$ cat src/rtl/dmem_arbiter_if.sv
// Bus bundle for dmem_arbiter: core port, loader port and memory side.
// The arbiter uses the slave modport; the environment uses master.
interface dmem_arbiter_if #(
  parameter int unsigned ADDR_W = 32,
  parameter int unsigned DATA_W = 32
);
  logic              c_req;
  logic              c_we;
  logic [ADDR_W-1:0] c_addr;
  logic [DATA_W-1:0] c_wdata;
  logic              c_gnt;
  logic              c_rvalid;
  logic [DATA_W-1:0] c_rdata;
  logic              c_stall;

  logic              l_req;
  logic              l_we;
  logic [ADDR_W-1:0] l_addr;
  logic [DATA_W-1:0] l_wdata;
  logic              l_gnt;
  logic              l_rvalid;
  logic [DATA_W-1:0] l_rdata;
  logic              l_lock;

  logic              m_we;
  logic [ADDR_W-1:0] m_addr;
  logic [DATA_W-1:0] m_wdata;
  logic [DATA_W-1:0] m_rdata;

  modport slave (
    input  c_req, c_we, c_addr, c_wdata,
    output c_gnt, c_rvalid, c_rdata, c_stall,
    input  l_req, l_we, l_addr, l_wdata, l_lock,
    output l_gnt, l_rvalid, l_rdata,
    output m_we, m_addr, m_wdata,
    input  m_rdata
  );

  modport master (
    output c_req, c_we, c_addr, c_wdata,
    input  c_gnt, c_rvalid, c_rdata, c_stall,
    output l_req, l_we, l_addr, l_wdata, l_lock,
    input  l_gnt, l_rvalid, l_rdata,
    input  m_we, m_addr, m_wdata,
    output m_rdata
  );
endinterface

$ cat src/rtl/dmem_arbiter.sv
// Round-robin arbiter sharing the data memory between core and loader ports.
// Optional loader lock mode (LOCK state, forced core slot) enabled by DMEM_ARB_LOCK_EN.
module dmem_arbiter #(
  parameter int unsigned ADDR_W   = 32,
  parameter int unsigned DATA_W   = 32,
  parameter int unsigned LOCK_MAX = 8
) (
  input  logic           clk,
  input  logic           rst,
  dmem_arbiter_if.slave  bus
);

  typedef enum logic {ST_ARB, ST_LOCK} state_e;

  state_e            state_q, state_d;
  logic              last_q, last_d;      // 1: loader was granted last
  logic              c_gnt, l_gnt;
  logic              c_rvalid_q, c_rvalid_d;
  logic              l_rvalid_q, l_rvalid_d;
  logic [DATA_W-1:0] c_rdata_q, c_rdata_d;
  logic [DATA_W-1:0] l_rdata_q, l_rdata_d;
  logic              m_we;
  logic [ADDR_W-1:0] m_addr;
  logic [DATA_W-1:0] m_wdata;

`ifdef DMEM_ARB_LOCK_EN
  localparam int unsigned CNT_W = $clog2(LOCK_MAX + 1);
  logic [CNT_W-1:0] cnt_q, cnt_d;
`else
  localparam int unsigned unused_lock_max = LOCK_MAX;
  logic unused_lock;
  assign unused_lock = bus.l_lock;
`endif

  always_comb begin
    state_d = state_q;
    last_d  = last_q;
    c_gnt   = 1'b0;
    l_gnt   = 1'b0;
`ifdef DMEM_ARB_LOCK_EN
    cnt_d   = cnt_q;
`endif
    if (rst) begin
      case (state_q)
        ST_ARB: begin
          if (bus.c_req && bus.l_req) begin
            c_gnt = last_q;
            l_gnt = ~last_q;
          end else begin
            c_gnt = bus.c_req;
            l_gnt = bus.l_req;
          end
`ifdef DMEM_ARB_LOCK_EN
          // The grant that opens the lock counts as the first locked loader cycle
          if (l_gnt && bus.l_lock) begin
            state_d = ST_LOCK;
            cnt_d   = CNT_W'(1);
          end
`endif
        end
        ST_LOCK: begin
`ifdef DMEM_ARB_LOCK_EN
          if (cnt_q == CNT_W'(LOCK_MAX) && bus.c_req) begin
            c_gnt = 1'b1;
            cnt_d = '0;
            if (!bus.l_lock) state_d = ST_ARB;
          end else if (bus.l_req) begin
            l_gnt = 1'b1;
            if (cnt_q != CNT_W'(LOCK_MAX)) cnt_d = cnt_q + CNT_W'(1);
            if (!bus.l_lock) begin
              state_d = ST_ARB;
              cnt_d   = '0;
            end
          end else begin
            state_d = ST_ARB;
            cnt_d   = '0;
          end
`else
          state_d = ST_ARB;
`endif
        end
      endcase
      if (c_gnt)      last_d = 1'b0;
      else if (l_gnt) last_d = 1'b1;
    end
  end

  always_comb begin
    m_we    = 1'b0;
    m_addr  = bus.c_addr;
    m_wdata = '0;
    if (c_gnt) begin
      m_we    = bus.c_we;
      m_wdata = bus.c_wdata;
    end else if (l_gnt) begin
      m_we    = bus.l_we;
      m_addr  = bus.l_addr;
      m_wdata = bus.l_wdata;
    end
    c_rvalid_d = c_gnt & ~bus.c_we;
    l_rvalid_d = l_gnt & ~bus.l_we;
    c_rdata_d  = c_rvalid_d ? bus.m_rdata : c_rdata_q;
    l_rdata_d  = l_rvalid_d ? bus.m_rdata : l_rdata_q;
  end

  always_ff @(posedge clk or negedge rst) begin
    if (!rst) begin
      state_q    <= ST_ARB;
      last_q     <= 1'b1;
      c_rvalid_q <= 1'b0;
      l_rvalid_q <= 1'b0;
      c_rdata_q  <= '0;
      l_rdata_q  <= '0;
`ifdef DMEM_ARB_LOCK_EN
      cnt_q      <= '0;
`endif
    end else begin
      state_q    <= state_d;
      last_q     <= last_d;
      c_rvalid_q <= c_rvalid_d;
      l_rvalid_q <= l_rvalid_d;
      c_rdata_q  <= c_rdata_d;
      l_rdata_q  <= l_rdata_d;
`ifdef DMEM_ARB_LOCK_EN
      cnt_q      <= cnt_d;
`endif
    end
  end

  assign bus.c_gnt    = c_gnt;
  assign bus.l_gnt    = l_gnt;
  assign bus.c_stall  = bus.c_req & ~c_gnt;
  assign bus.c_rvalid = c_rvalid_q;
  assign bus.l_rvalid = l_rvalid_q;
  assign bus.c_rdata  = c_rdata_q;
  assign bus.l_rdata  = l_rdata_q;
  assign bus.m_we     = m_we;
  assign bus.m_addr   = m_addr;
  assign bus.m_wdata  = m_wdata;

endmodule

$ cat src/flat_wrapper.sv
// flat-port wrapper written by rule: the top's interface ports become plain ports
module dmem_arbiter_flat 
#(
  parameter int unsigned ADDR_W   = 32,
  parameter int unsigned DATA_W   = 32,
  parameter int unsigned LOCK_MAX = 8
)
  (clk, rst, bus_c_req, bus_c_we, bus_c_addr, bus_c_wdata, bus_c_gnt, bus_c_rvalid, bus_c_rdata, bus_c_stall, bus_l_req, bus_l_we, bus_l_addr, bus_l_wdata, bus_l_lock, bus_l_gnt, bus_l_rvalid, bus_l_rdata, bus_m_we, bus_m_addr, bus_m_wdata, bus_m_rdata);
  dmem_arbiter_if #(.ADDR_W(ADDR_W), .DATA_W(DATA_W)) bus_i ();
  input  logic clk;
  input  logic rst;
  input wire logic [$bits(bus_i.c_req)-1:0] bus_c_req;
  input wire logic [$bits(bus_i.c_we)-1:0] bus_c_we;
  input wire logic [$bits(bus_i.c_addr)-1:0] bus_c_addr;
  input wire logic [$bits(bus_i.c_wdata)-1:0] bus_c_wdata;
  output wire logic [$bits(bus_i.c_gnt)-1:0] bus_c_gnt;
  output wire logic [$bits(bus_i.c_rvalid)-1:0] bus_c_rvalid;
  output wire logic [$bits(bus_i.c_rdata)-1:0] bus_c_rdata;
  output wire logic [$bits(bus_i.c_stall)-1:0] bus_c_stall;
  input wire logic [$bits(bus_i.l_req)-1:0] bus_l_req;
  input wire logic [$bits(bus_i.l_we)-1:0] bus_l_we;
  input wire logic [$bits(bus_i.l_addr)-1:0] bus_l_addr;
  input wire logic [$bits(bus_i.l_wdata)-1:0] bus_l_wdata;
  input wire logic [$bits(bus_i.l_lock)-1:0] bus_l_lock;
  output wire logic [$bits(bus_i.l_gnt)-1:0] bus_l_gnt;
  output wire logic [$bits(bus_i.l_rvalid)-1:0] bus_l_rvalid;
  output wire logic [$bits(bus_i.l_rdata)-1:0] bus_l_rdata;
  output wire logic [$bits(bus_i.m_we)-1:0] bus_m_we;
  output wire logic [$bits(bus_i.m_addr)-1:0] bus_m_addr;
  output wire logic [$bits(bus_i.m_wdata)-1:0] bus_m_wdata;
  input wire logic [$bits(bus_i.m_rdata)-1:0] bus_m_rdata;
  assign bus_i.c_req = bus_c_req;
  assign bus_i.c_we = bus_c_we;
  assign bus_i.c_addr = bus_c_addr;
  assign bus_i.c_wdata = bus_c_wdata;
  assign bus_c_gnt = bus_i.c_gnt;
  assign bus_c_rvalid = bus_i.c_rvalid;
  assign bus_c_rdata = bus_i.c_rdata;
  assign bus_c_stall = bus_i.c_stall;
  assign bus_i.l_req = bus_l_req;
  assign bus_i.l_we = bus_l_we;
  assign bus_i.l_addr = bus_l_addr;
  assign bus_i.l_wdata = bus_l_wdata;
  assign bus_i.l_lock = bus_l_lock;
  assign bus_l_gnt = bus_i.l_gnt;
  assign bus_l_rvalid = bus_i.l_rvalid;
  assign bus_l_rdata = bus_i.l_rdata;
  assign bus_m_we = bus_i.m_we;
  assign bus_m_addr = bus_i.m_addr;
  assign bus_m_wdata = bus_i.m_wdata;
  assign bus_i.m_rdata = bus_m_rdata;
  dmem_arbiter #(.ADDR_W(ADDR_W), .DATA_W(DATA_W), .LOCK_MAX(LOCK_MAX)) u_core (.clk(clk), .rst(rst), .bus(bus_i));
endmodule
$ cat config.mk
export PLATFORM = sky130hd
export DESIGN_NAME = dmem_arbiter_flat
export DESIGN_NICKNAME = d
export VERILOG_FILES = /design/src/rtl/dmem_arbiter_if.sv /design/src/rtl/dmem_arbiter.sv /design/src/flat_wrapper.sv
export SDC_FILE = /design/constraint.sdc
export NUM_CORES = 1
export LEC_CHECK = 0
export ABC_AREA = 1
export CORE_AREA = 2 2 116 118
export DETAILED_ROUTE_END_ITERATION = 12
export DIE_AREA = 0 0 118 120
export MAX_ROUTING_LAYER = met4
export PLACE_DENSITY = 0.71
export SYNTH_ARGS = -nofsm -noshare
export SYNTH_HDL_FRONTEND = slang
export SYNTH_SLANG_ARGS = --single-unit
$ cat constraint.sdc
create_clock -name clk -period 2.25 [get_ports clk]
set_clock_uncertainty 0.2 [all_clocks]
set_input_delay 0.5625 -clock clk [delete_from_list [all_inputs] [get_ports clk]]
set_output_delay 0.5625 -clock clk [all_outputs]
set_load 0.005 [all_outputs]
==> key figures <==
Power
  – VDD IR max: 0.532 mV
  – Clock share of power: 0.283
  – Power per cell area: 628 nW/um^2
  – Net Switching: 0.00149 W
  – Sw Ratio: 0.301
  – Flop pwr share: 0.325
  – Total internal power: 0.00347 W
  – Comb pwr share: 0.392
  – Leakage: 3.98 nW

Run status
  – Failing checks: setup timing
  – Run status: complete, but fails checks

Cells and area
  – Final cell count without fillers: 1045
  – Util after Layout: 0.609
  – Layout cells sized above 1: 0.312
  – Area grow syn2layout: 121%
  – FILL cells: 1164
  – Reg area: 1680 um^2
  – Final instance area: 7900 um^2
  – Multi-input gate area: 2040 um^2
  – # nets final: 1030

Global route
  – Total track usage: 0.270
  – Grt total ovfl: 0
  – Largest net degree at the start of global routing: 68
  – Vias in the first global route: 4847
  – Initial antenna violation count: 0
  – First-pass GRT wire length: 28200 um

Floorplan
  – Die width: 118 um
  – Die height: 120 um
  – IO Count: 301
  – Core ar.: 13000 um^2
  – Rows: 42
  – Die area: 14200 um^2
  – Starting Density: 0.275

Timing
  – Max-slew violations: 0
  – RSZ-0062 raised after global routing: true
  – Fin. Hold Viols: 0
  – Final setup TNS: -12.68 ns
  – Max-slew headroom: 0.431
  – Fin worst setup slack: -0.329 ns
  – Fmax: 388 MHz
  – Least-Margin Pin Slew: 0.854 ns
  – Min Clock Period, post-route: 2.58 ns
  – Final Setup Violations: 66
  – Period utilization: 1.15

Logic synthesis
  – Post-Syn Nets: 680
  – Syn Area/Cell: 6.96 um^2
  – Area of the mapped netlist: 3570 um^2
  – Area leader, netlist: dfrtp_1
  – Share of the synthesized area in the top cell type: 0.463
  – Register area share after synthesis: 0.470
  – Mapped Cells: 513
  – Yosys warns: 0
  – Yosys cell types: 16
  – Top cells by area, synth: dfrtp_1 (46%), nand2_1 (34%), nand4_1 (11%)
  – Register bit total from synthesis: 67

Place
  – Placement Setup Slack: -0.875 ns
  – GP Congestion: 0.908
  – Placed insts: 975
  – # port buffers: 299
  – Area post-placement: 6840 um^2
  – DP Wirelength: 13200 um

Worst setup path
  – Crit-path max FO: 8
  – Critical Path End Type: primary output
  – CP required: 1.49 ns
  – Setup CP Type: reg2out
  – WP data arrival: 1.82 ns
  – Critical Path Start Type: flop

Drt
  – Vias per cell: 4.76
  – Iteration-0 DRC Markers: 215
  – DR pass1 iterations: 5
  – DRC violation count after routing: 0
  – Wire length per cell: 18.7 um
  – DRT antenna net count: 0
  – DRT Wirelength: 19500 um
  – Vias: 4974

CTS
  – Sink Count: 67
  – H-tree depth: 3
  – Clock Latency Late Sink: 0.32 ns
  – Root buffer cell: clkbuf_16
  – CTS tree: done
  – Clock buffer count from CTS: 9
  – Clk slew on worst S/H paths: 0.06 ns
  – Hold_buf cts: 0
  – Maximum clock insertion buffer count: 2

Hold path
  – HP Class: reg2reg

Run
  – Max_cap viols: 0
==> cells in the mapped netlist, drive strengths merged <==
master,count
dfrtp,66
dfstp,1
nor2,2
clkinv,1
nand2,328
buf,28
nand4,64
clkbuf,9
inv,10
o21ai,2
nand3,2
==> layout by cell type (no fill, tap or decap), drive strengths merged <==
cell           instances
nand2                328
clkdlybuf4s50        228
buf                  145
dfrtp                 66
nand4                 64
clkbuf                11
inv                   11
clkinv                 3
nor2                   2
nand3                  2
clkinvlp               2
o21ai                  2
clkdlybuf4s15          2
diode                  1
bufinv                 1
dfstp                  1
==> critical path, cell delays in order, from the launching register on <==
cell and delay (ns):
dfstp_2 0.55, nand2_2 0.06, buf_4 0.13, buf_6 0.11, nand2_4 0.07, buf_8 0.13
buf_12 0.13, nand2_1 0.07, nand2_1 0.09, buf_2 0.15
==> cell families (layout without fill, tap and decap cells) <==
logic type / count (synthesis) / after routing / share of synthesized area
AOI/OAI and AO/OA: 2 / 2 / 0.00280
buffers and inverters: 48 / 403 / 0.0631
DFF: 67 / 67 / 0.470
other: 0 / 1 / 0
and+or+nand+nor: 396 / 396 / 0.464
==> layer usage <==
layer	vias up	track usage	wire (um)
met1	2378	0.326	7970
met4	0	0.0723	473
li1	2342	-	-
met2	218	0.430	9210
met5	-	-	0
met3	36	0.0965	1880
==> area by class of cell <==
type                    instances  share of cell area
repair buffers                376               0.458
multi-input cells             398               0.259
flip-flops and latches         67               0.212
clock buffers                  10              0.0290
well taps                     176              0.0279
clock inverters                 6             0.00808
inverters                      11             0.00586
diodes                          1            0.000317
==> worst paths after layout <==
kind / startpoint / endpoint / slack, ns / depth (start not counted)
hold reg to reg: u_core.bus.l_rdata[15]$_DFFE_PN0P_ / u_core.bus.l_rdata[15]$_DFFE_PN0P_ / 0.27 / 2
max in group asynchronous: rst / u_core.bus.l_rvalid$_DFF_PN0_ / 0.94 / 2
setup / recovery: u_core.last_q$_DFFE_PN1P_ / bus_m_addr[12] / -0.33 / 9
hold / removal: u_core.bus.l_rdata[15]$_DFFE_PN0P_ / u_core.bus.l_rdata[15]$_DFFE_PN0P_ / 0.27 / 2
setup reg to reg: u_core.last_q$_DFFE_PN1P_ / u_core.last_q$_DFFE_PN1P_ / 0.13 / 13
min in group asynchronous: rst / u_core.bus.l_rdata[21]$_DFFE_PN0P_ / 0.35 / 2
==> registers in the layout, indices dropped and copies added, names as in the netlist <==
signal               cells
u_core.bus.c_rdata      32
u_core.bus.c_rvalid      1
u_core.bus.l_rdata      32
u_core.bus.l_rvalid      1
u_core.last_q            1
==> power by group through the flow <==
stage / sequential [W] / clock (W) / combinational, W
floorplan: 0.00164 / 0 / 0.000443
global placement: 0.00163 / 0 / 0.00170
detailed placement: 0.00163 / 0 / 0.00171
CTS: 0.00161 / 0.00143 / 0.00187
global route: 0.00165 / 0.00149 / 0.00209
finish: 0.00161 / 0.00141 / 0.00195
==> per-stage QoR <==
stage | power [W] | hold slack (ns)
3_5_place_dp | 0.00333 | 0.258
5_1_grt | 0.00522 | 0.292
3_3_place_gp | 0.00332 | 0.253
6_report | 0.00496 | 0.265
2_1_floorplan | 0.00208 | 0.0669
4_1_cts | 0.00492 | 0.271
==> what timing repair did <==
| item | CTS | global route |
|---|---|---|
| buffers inserted | 46 | 11 |
| resized for setup | 357 | 119 |
| endpoints found under the setup margin | 68 | 69 |
| pin swaps | 18 | 46 |
| gates cloned | 7 | 0 |
(Power assumes the default switching activity.)
